### config.mk
export PLATFORM = sky130hd
export DESIGN_NAME = spi_master_ctrl_flat
export DESIGN_NICKNAME = d
export VERILOG_FILES = /design/src/rtl/spi_master_ctrl_if.sv /design/src/rtl/spi_master_ctrl.sv /design/src/flat_wrapper.sv
export SDC_FILE = /design/constraint.sdc
export NUM_CORES = 1
export LEC_CHECK = 0
export BUFFER_PORTS_ARGS = -buffer_cell sky130_fd_sc_hd__buf_2
export CAP_MARGIN = 0
export CORE_MARGIN = 3
export CORE_UTILIZATION = 50
export DETAILED_ROUTE_END_ITERATION = 8
export PLACE_DENSITY_LB_ADDON = 0.25
export SYNTH_ARGS = -nofsm -noshare
export SYNTH_HDL_FRONTEND = slang
export SYNTH_SLANG_ARGS = --single-unit
export TNS_END_PERCENT = 100
### constraint.sdc
create_clock -name clk -period 5.1 [get_ports clk]
set_clock_uncertainty 0.1 [all_clocks]
set_input_delay 0.255 -clock clk [delete_from_list [all_inputs] [get_ports clk]]
set_output_delay 0.255 -clock clk [all_outputs]
set_load 0.02 [all_outputs]
### src/rtl/spi_master_ctrl_if.sv
// spi_master_ctrl_if: ready/valid transfer request and receive bus between the CPU side and the SPI master
// master modport: CPU side (drives tx_valid/tx_data/tx_ss_sel, sees tx_ready/rx_valid/rx_data)
// slave modport:  SPI controller (accepts requests, returns received words)
interface spi_master_ctrl_if #(
    parameter int DATA_W = 8,
    parameter int NUM_SS = 4
);
    logic                      tx_valid;
    logic                      tx_ready;
    logic [DATA_W-1:0]         tx_data;
    logic [$clog2(NUM_SS)-1:0] tx_ss_sel;
    logic                      rx_valid;
    logic [DATA_W-1:0]         rx_data;
    modport master (output tx_valid, tx_data, tx_ss_sel, input tx_ready, rx_valid, rx_data);
    modport slave (input tx_valid, tx_data, tx_ss_sel, output tx_ready, rx_valid, rx_data);
endinterface

### src/rtl/spi_master_ctrl.sv
// spi_master_ctrl: full-duplex SPI master, all CPOL/CPHA modes, programmable divider and length
// clk, rst        : system clock, async active-high reset
// cfg_cpol/cpha   : SPI mode, latched on accept
// cfg_div         : SCK half-period = cfg_div+1 clk cycles, latched on accept
// cfg_len         : bits per transfer minus 1, latched on accept
// bus (slave)     : tx ready/valid request with data and slave select, rx_valid pulse with rx_data
// busy            : controller not in IDLE
// sck, ss_n, mosi : SPI outputs; miso: SPI input (already synchronised by the caller)
module spi_master_ctrl #(
    parameter int DATA_W = 8,
    parameter int NUM_SS = 4,
    parameter int DIV_W  = 8
) (
    input  logic                      clk,
    input  logic                      rst,
    input  logic                      cfg_cpol,
    input  logic                      cfg_cpha,
    input  logic [DIV_W-1:0]          cfg_div,
    input  logic [$clog2(DATA_W)-1:0] cfg_len,
    spi_master_ctrl_if.slave          bus,
    output logic                      busy,
    output logic                      sck,
    output logic [NUM_SS-1:0]         ss_n,
    output logic                      mosi,
    input  logic                      miso
);
    localparam int LW = $clog2(DATA_W);
    typedef enum logic [2:0] {IDLE, LEAD, SHIFT, TRAIL, GAP} state_t;
    state_t            state;
    logic              cpha_l;
    logic              lead;
    logic [DIV_W-1:0]  div_l;
    logic [DIV_W-1:0]  cnt;
    logic [LW:0]       bit_cnt;
    logic [DATA_W-1:0] sh;
    logic [DATA_W-1:0] rx_sh;
    logic [DATA_W-1:0] aligned;
    logic              accept;
    logic              hp_end;
    assign accept = bus.tx_valid & bus.tx_ready;
    assign hp_end = cnt == '0;
    // bit cfg_len of the word moved to the MSB so shifting out is always from the top
    assign aligned = bus.tx_data << (LW'(DATA_W - 1) - cfg_len);
    always_ff @(posedge clk or posedge rst) begin
        if (rst) begin
            state        <= IDLE;
            sck          <= 1'b0;
            ss_n         <= '1;
            mosi         <= 1'b0;
            busy         <= 1'b0;
            bus.tx_ready <= 1'b0;
            bus.rx_valid <= 1'b0;
            bus.rx_data  <= '0;
            cpha_l       <= 1'b0;
            lead         <= 1'b0;
            div_l        <= '0;
            cnt          <= '0;
            bit_cnt      <= '0;
            sh           <= '0;
            rx_sh        <= '0;
        end else begin
            bus.rx_valid <= 1'b0;
            cnt <= hp_end ? div_l : cnt - 1'b1;
            case (state)
                IDLE: begin
                    sck <= cfg_cpol;
                    bus.tx_ready <= !accept;
                    if (accept) begin
                        state   <= LEAD;
                        busy    <= 1'b1;
                        cpha_l  <= cfg_cpha;
                        div_l   <= cfg_div;
                        cnt     <= cfg_div;
                        bit_cnt <= {1'b0, cfg_len};
                        ss_n    <= ~(NUM_SS'(1) << bus.tx_ss_sel);
                        rx_sh   <= '0;
                        // CPHA=0 needs the first bit on mosi before the first edge
                        mosi    <= cfg_cpha ? 1'b0 : aligned[DATA_W-1];
                        sh      <= cfg_cpha ? aligned : aligned << 1;
                    end
                end
                LEAD: if (hp_end) begin
                    state <= SHIFT;
                    lead  <= 1'b1;
                end
                SHIFT: if (hp_end) begin
                    sck  <= ~sck;
                    lead <= ~lead;
                    // shift-out edge: trailing for CPHA=0, leading for CPHA=1; the other edge samples
                    if (lead == cpha_l) begin
                        mosi <= sh[DATA_W-1];
                        sh   <= sh << 1;
                    end else begin
                        rx_sh <= {rx_sh[DATA_W-2:0], miso};
                    end
                    if (!lead) begin
                        if (bit_cnt == '0) state <= TRAIL;
                        else bit_cnt <= bit_cnt - 1'b1;
                    end
                end
                TRAIL: if (hp_end) begin
                    state        <= GAP;
                    ss_n         <= '1;
                    mosi         <= 1'b0;
                    bus.rx_valid <= 1'b1;
                    bus.rx_data  <= rx_sh;
                end
                GAP: if (hp_end) begin
                    state <= IDLE;
                    busy  <= 1'b0;
                end
                default: state <= IDLE;
            endcase
        end
    end
endmodule

### src/flat_wrapper.sv
// flat-port wrapper written by rule: the top's interface ports become plain ports
module spi_master_ctrl_flat 
#(
    parameter int DATA_W = 8,
    parameter int NUM_SS = 4,
    parameter int DIV_W  = 8
)
  (clk, rst, cfg_cpol, cfg_cpha, cfg_div, cfg_len, busy, sck, ss_n, mosi, miso, bus_tx_valid, bus_tx_data, bus_tx_ss_sel, bus_tx_ready, bus_rx_valid, bus_rx_data);
  spi_master_ctrl_if #(.DATA_W(DATA_W), .NUM_SS(NUM_SS)) bus_i ();
  input  logic clk;
  input  logic rst;
  input  logic cfg_cpol;
  input  logic cfg_cpha;
  input  logic [DIV_W-1:0] cfg_div;
  input  logic [$clog2(DATA_W)-1:0] cfg_len;
  output logic busy;
  output logic sck;
  output logic [NUM_SS-1:0] ss_n;
  output logic mosi;
  input  logic miso;
  input wire logic [$bits(bus_i.tx_valid)-1:0] bus_tx_valid;
  input wire logic [$bits(bus_i.tx_data)-1:0] bus_tx_data;
  input wire logic [$bits(bus_i.tx_ss_sel)-1:0] bus_tx_ss_sel;
  output wire logic [$bits(bus_i.tx_ready)-1:0] bus_tx_ready;
  output wire logic [$bits(bus_i.rx_valid)-1:0] bus_rx_valid;
  output wire logic [$bits(bus_i.rx_data)-1:0] bus_rx_data;
  assign bus_i.tx_valid = bus_tx_valid;
  assign bus_i.tx_data = bus_tx_data;
  assign bus_i.tx_ss_sel = bus_tx_ss_sel;
  assign bus_tx_ready = bus_i.tx_ready;
  assign bus_rx_valid = bus_i.rx_valid;
  assign bus_rx_data = bus_i.rx_data;
  spi_master_ctrl #(.DATA_W(DATA_W), .NUM_SS(NUM_SS), .DIV_W(DIV_W)) u_core (.clk(clk), .rst(rst), .cfg_cpol(cfg_cpol), .cfg_cpha(cfg_cpha), .cfg_div(cfg_div), .cfg_len(cfg_len), .bus(bus_i), .busy(busy), .sck(sck), .ss_n(ss_n), .mosi(mosi), .miso(miso));
endmodule
== After elaboration in Yosys (flattened, before gate mapping) ==
Index checks and enable logic that the tools add are counted.
Widths: inputs -> output; s select.

* Flip-flop bits (word level): 58
* Output and inout bits: 17
* Word-level logic and storage cells: 102

* Add/sub/neg operators: 3
* Equality and inequality tests: 15
* Shift-type cells: 2
* Mux-type cells: 43
* Bitwise logic cells: 4
* Reduce and logical (&&, ||, !) cells: 20

{| class="wikitable"
|+ Operators by type and width
! kind !! number
|-
| $mux 8 || 10
|-
| $pmux 8 s2 || 2
|-
| $mux 4 || 6
|-
| $mux 3 || 7
|-
| $pmux 4 s2 || 2
|-
| $pmux 3 s5 || 1
|-
| $ne 2x1->1 const B || 7
|-
| $mux 1 || 11
|-
| $reduce_and 5->1 || 2
|-
| $reduce_and 3->1 || 3
|-
| $logic_not 8->1 || 1
|-
| $reduce_and 4->1 || 2
|-
| $reduce_bool 2->1 || 4
|-
| $shl 8x3->8 || 1
|-
| $sub 8x1->8 const B || 1
|-
| $reduce_and 7->1 || 1
|-
| $eq 3x2->1 const B || 2
|-
| $ne 2x2->1 const B || 3
|-
| $pmux 1 s2 || 3
|-
| $reduce_and 2->1 || 3
|-
| $logic_not 4->1 || 1
|-
| $not 4->4 || 1
|-
| $shl 1x2->4 const A || 1
|-
| $sub 4x1->4 const B || 1
|-
| 10 further kinds || 11
|}

== Logic depth before layout (Yosys ltp) ==
* Word-level depth: 5
* Gate-level depth with buffers: 8
* Gate-level depth less buffers: 7

== Worst setup path before layout ==
No wires, ideal clock.

* Path type: flip-flop to flip-flop
* Start: register u_core.cnt[2]
* End: register u_core.sh[0]
* Setup time: 0.125 ns
* Arrival time: 2.150 ns
* Required time: 4.875 ns
* Slack: 2.725 ns
* Stages on the path, launching flop included: 6
* Buffers on the path: 1
* Period minus slack after synthesis: 2.375 ns
* Cells stage by stage: dfrtp_1 -> or4_4 -> or4b_4 -> buf_6 -> o21ai_4 -> mux2_2

* Longest elaborated chain between the ends: 3

{| class="wikitable"
|+ Ends and longest elaborated chain
! item !! RTL line !! RTL
|-
| from (decl) || spi_master_ctrl.sv:33 || <nowiki>logic [DIV_W-1:0] cnt;</nowiki>
|-
| from (signal assigned) || spi_master_ctrl.sv:63 || <nowiki>cnt <= hp_end ? div_l : cnt - 1'b1;</nowiki>
|-
| from (signal assigned) || spi_master_ctrl.sv:73 || <nowiki>cnt <= cfg_div;</nowiki>
|-
| $logic_not 8->1 || spi_master_ctrl.sv:41 || <nowiki>assign hp_end = cnt == '0;</nowiki>
|-
| $ne 2x1->1 (no line) || -- ||
|-
| $reduce_and 4->1 (no line) || -- ||
|-
| to (signal assigned) || spi_master_ctrl.sv:79 || <nowiki>sh <= cfg_cpha ? aligned : aligned << 1;</nowiki>
|-
| to (signal assigned) || spi_master_ctrl.sv:92 || <nowiki>sh <= sh << 1;</nowiki>
|-
| to (decl) || spi_master_ctrl.sv:35 || <nowiki>logic [DATA_W-1:0] sh;</nowiki>
|}

No other way between the ends.
A chain may end at the register's enable or synchronous reset.

== Final worst setup path ==
* Start: register u_core.cnt[2]
* End: register u_core.bus.rx_data[4]

* Longest elaborated chain between the ends: 2

{| class="wikitable"
|+ Ends and longest elaborated chain
! item !! RTL line !! RTL
|-
| $logic_not 8->1 || spi_master_ctrl.sv:41 ||
|-
| $reduce_and 2->1 (no line) || -- ||
|-
| to (signal assigned) || spi_master_ctrl.sv:106 || <nowiki>bus.rx_data <= rx_sh;</nowiki>
|-
| to (decl) || spi_master_ctrl_if.sv:15 || <nowiki>modport slave (input tx_valid, tx_data, tx_ss_sel, output tx_ready, rx_valid, rx_data);</nowiki>
|}

No other way between the ends.

==> flow_summary.json <==
{
  "drc_errors": 0,
  "holdWs_ns": -0.00110,
  "crit_required_ns": 5.22,
  "drtAntennaViolNets": 0,
  "ys_seq_area_share_pct": 48.0,
  "powerDensity_nw_per_um2": 499,
  "use_met3_pct": 6.02,
  "die_h_um": 83.9,
  "fin_tns_setup_ns": 0,
  "synth_cell_types": 49,
  "period_needed_ns": 3.00,
  "grt_overflow": 0,
  "critPathMaxFanout": 18,
  "netlist_area_um2": 3030,
  "fmax_mhz": 333,
  "timing.final.crit_share_pct": 58.9,
  "diodes": 0,
  "clkSinkCount": 58,
  "rows": 27,
  "status": "complete, but fails checks",
  "tightest_slew_ns": 0.976,
  "vias": 2499,
  "wire_per_inst_um": 14.5,
  "core_area_um2": 5680,
  "io_buffers": 43,
  "clock_tree.root_cell": "clkbuf_8",
  "async_flop_share_pct": 100,
  "critPathKind": "register to register",
  "clk-insertion-delay-late_ns": 0.34,
  "io_pins": 44,
  "p_seq_share_pct": 43.6,
  "cts_resized": 0,
  "hold_buffers": 0,
  "failed_checks": "negative hold slack",
  "place_area_um2": 3270,
  "clock_path_buffers": 2,
  "grt_usage_pct": 19.3,
  "grt_pass1_wl_um": 11000,
  "maxCapViolCount": 0,
  "drive_gt1_share_pct": 24.9,
  "startpoint_type": "register",
  "htreeDepth": 3,
  "antenna_found_initial": 0,
  "vdd_drop_max_mv": 0.317,
  "comb_power_share_pct": 26.1,
  "rsz0062_at_grt": "false",
  "n_fill_cell": 496,
  "slew_headroom_pct": 34.7,
  "routabilityCongestion": 0.774,
  "post_cts_buffers": 0,
  "synth_flop_cell": "dfrtp_1",
  "grt_max_degree": 59,
  "vias_per_cell": 5.65,
  "min_path_type": "input pin to async pin",
  "synth_nets": 357,
  "setup_viol_count_final": 0,
  "hold_viol": 1,
  "final_common_cell": "nand2_1",
  "die_width_um": 83.9,
  "leakage_nw": 1.67,
  "grt_pass1_vias": 2432,
  "dr.pass1.iters": 5,
  "cts_made_buffers": 9,
  "place_ws_ns": 2.12,
  "intPower_mw": 1.16,
  "critPathArrivalTime_ns": 3.12,
  "power_frac_clock_pct": 30.3,
  "top_usage_layer": "met2",
  "initial_utilization_pct": 53.5,
  "design.die.area_um2": 7040,
  "syn_inst": 327,
  "ys_ff_latch": 58,
  "finalMaxSlewViolations": 0,
  "cts_tree": "yes",
  "hpwl_um": 4290,
  "fin_nets": 395,
  "use_met2_pct": 34.0,
  "postLayoutCellArea_um2": 3520,
  "path_clk_slew_ns": 0.07,
  "switching_power_mw": 0.596,
  "cp-end-kind": "register",
  "fin_ws_ns": 2.10,
  "switching_share_pct": 34.0,
  "grt_use_met1_pct": 22.8,
  "layout_common_cells": "60 x nand2_1, 54 x dfrtp_1, 43 x buf_2, 31 x nor2_1, 24 x o21ai_0",
  "synth_edf_count": 0,
  "wl_um": 6390,
  "initialDrtViolationCount": 183,
  "ys_warn_count": 0,
  "area_growth_syn_to_layout_pct": 15.9,
  "syn_avg_cell_area_um2": 9.28
}
==> cell families after synthesis <==
| kind of cell | after synthesis | share of synthesized area, % |
|---|---|---|
| XOR/XNOR | 7 | 2.02 |
| AO/OA/AOI/OAI | 71 | 14.6 |
| AND/OR/NAND/NOR | 138 | 21.9 |
| flip-flops | 58 | 48.0 |
| buffers and inverters | 29 | 4.37 |
| adder cells (fa/ha/maj) | 3 | 1.24 |
| multiplexers | 21 | 7.84 |
==> path summary, 6_finish.rpt <==
| kind | cells past startpoint | startpoint | end | slack (ns) |
|---|---|---|---|---|
| max | 4 | u_core.cnt[2] | u_core.bus.rx_data[4] | 2.10 |
| min | 3 | rst | u_core.rx_sh[6] | -0.001 |
| max reg2reg | 4 | u_core.cnt[2] | u_core.bus.rx_data[4] | 2.10 |
| min reg2reg | 2 | u_core.div_l[5] | u_core.div_l[5] | 0.38 |
| max in group asynchronous | 3 | rst | u_core.state[2] | 4.40 |
| min in group clk | 3 | cfg_div[7] | u_core.div_l[7] | 0.02 |
==> cells in the mapped netlist, types with 2 or more instances <==
library cell  instances  share of area, %
a21oi_1              18               3.0
a22oi_1               4              0.99
a31oi_1               7               1.4
a31oi_2               2              0.82
buf_2                 3              0.49
buf_6                 2              0.74
clkbuf_1             11               1.4
dfrtp_1              54                45
dfstp_2               4               3.5
ha_1                  3               1.2
inv_1                10               1.2
mux2_2               12               4.5
mux2i_1               8               2.6
nand2_1              60               7.4
nand2b_1              4              0.82
nand3_1              17               2.8
nand3b_1              2              0.49
nor2_1               31               3.8
nor2b_1               3              0.62
nor3_1                6              0.99
nor3b_1               4              0.99
o211ai_1              2              0.49
o21ai_0              24               4.0
o22ai_1               3              0.62
o31ai_1               2              0.49
or3_1                 2              0.41
or4_2                 2              0.58
xnor2_1               3              0.87
xor2_1                4               1.2
==> sequential cells by signal (all words and copies together), names as in the netlist <==
signal,count
u_core.busy,1
u_core.bus.rx_valid,1
u_core.bus.rx_data,8
u_core.cnt,8
u_core.div_l,8
u_core.bus.tx_ready,1
u_core.state,3
u_core.bit_cnt,4
u_core.ss_n,4
u_core.sh,8
u_core.lead,1
u_core.sck,1
u_core.mosi,1
u_core.cpha_l,1
u_core.rx_sh,8
==> power groups by stage <==
| stage | combinational, mW | clock [mW] | sequential [mW] |
|---|---|---|---|
| 3_3_place_gp | 0.444 | 0 | 0.762 |
| 4_1_cts | 0.462 | 0.539 | 0.763 |
| 3_5_place_dp | 0.459 | 0 | 0.767 |
| 5_1_grt | 0.528 | 0.567 | 0.791 |
| 6_report | 0.458 | 0.530 | 0.765 |
| 2_1_floorplan | 0.352 | 0 | 0.749 |
==> through the flow <==
step | instances | util [%] | total power [mW]
after CTS | 442 | 61.9 | 1.76
after global routing | 442 | 61.9 | 1.89
final | 442 | 61.9 | 1.75
after floorplan | 327 | - | 1.10
after detailed placement | 426 | 57.6 | 1.23
after global placement | 426 | 57.6 | 1.21
==> worst max-delay path, stage by stage (launching register included) <==
cell	delay, ns
dfrtp_1	0.43
or4_4	0.58
nor4b_4	0.77
nand3_1	0.57
mux2_2	0.43
==> routing by layer <==
layer / vias up / part of all wire [%] / wire [um]
met3: 6 / 4.6 / 292
met1: 1222 / 44 / 2840
met2: 54 / 50 / 3200
li1: 1217 / - / -
met4: 0 / 0.89 / 57
met5: - / 0 / 0
==> cell type report <==
cell class,instances,area [um2],area share [%]
Multi-Input combinational cell,240,1450,41.1
Timing Repair Buffer,46,238,6.76
Sequential cell,58,1460,41.4
Inverter,10,37.5,1.07
Clock buffer,9,124,3.52
Tap cell,72,90.1,2.56
Clock inverter,7,125,3.56
Note: power is estimated with default switching activity, not from simulation.
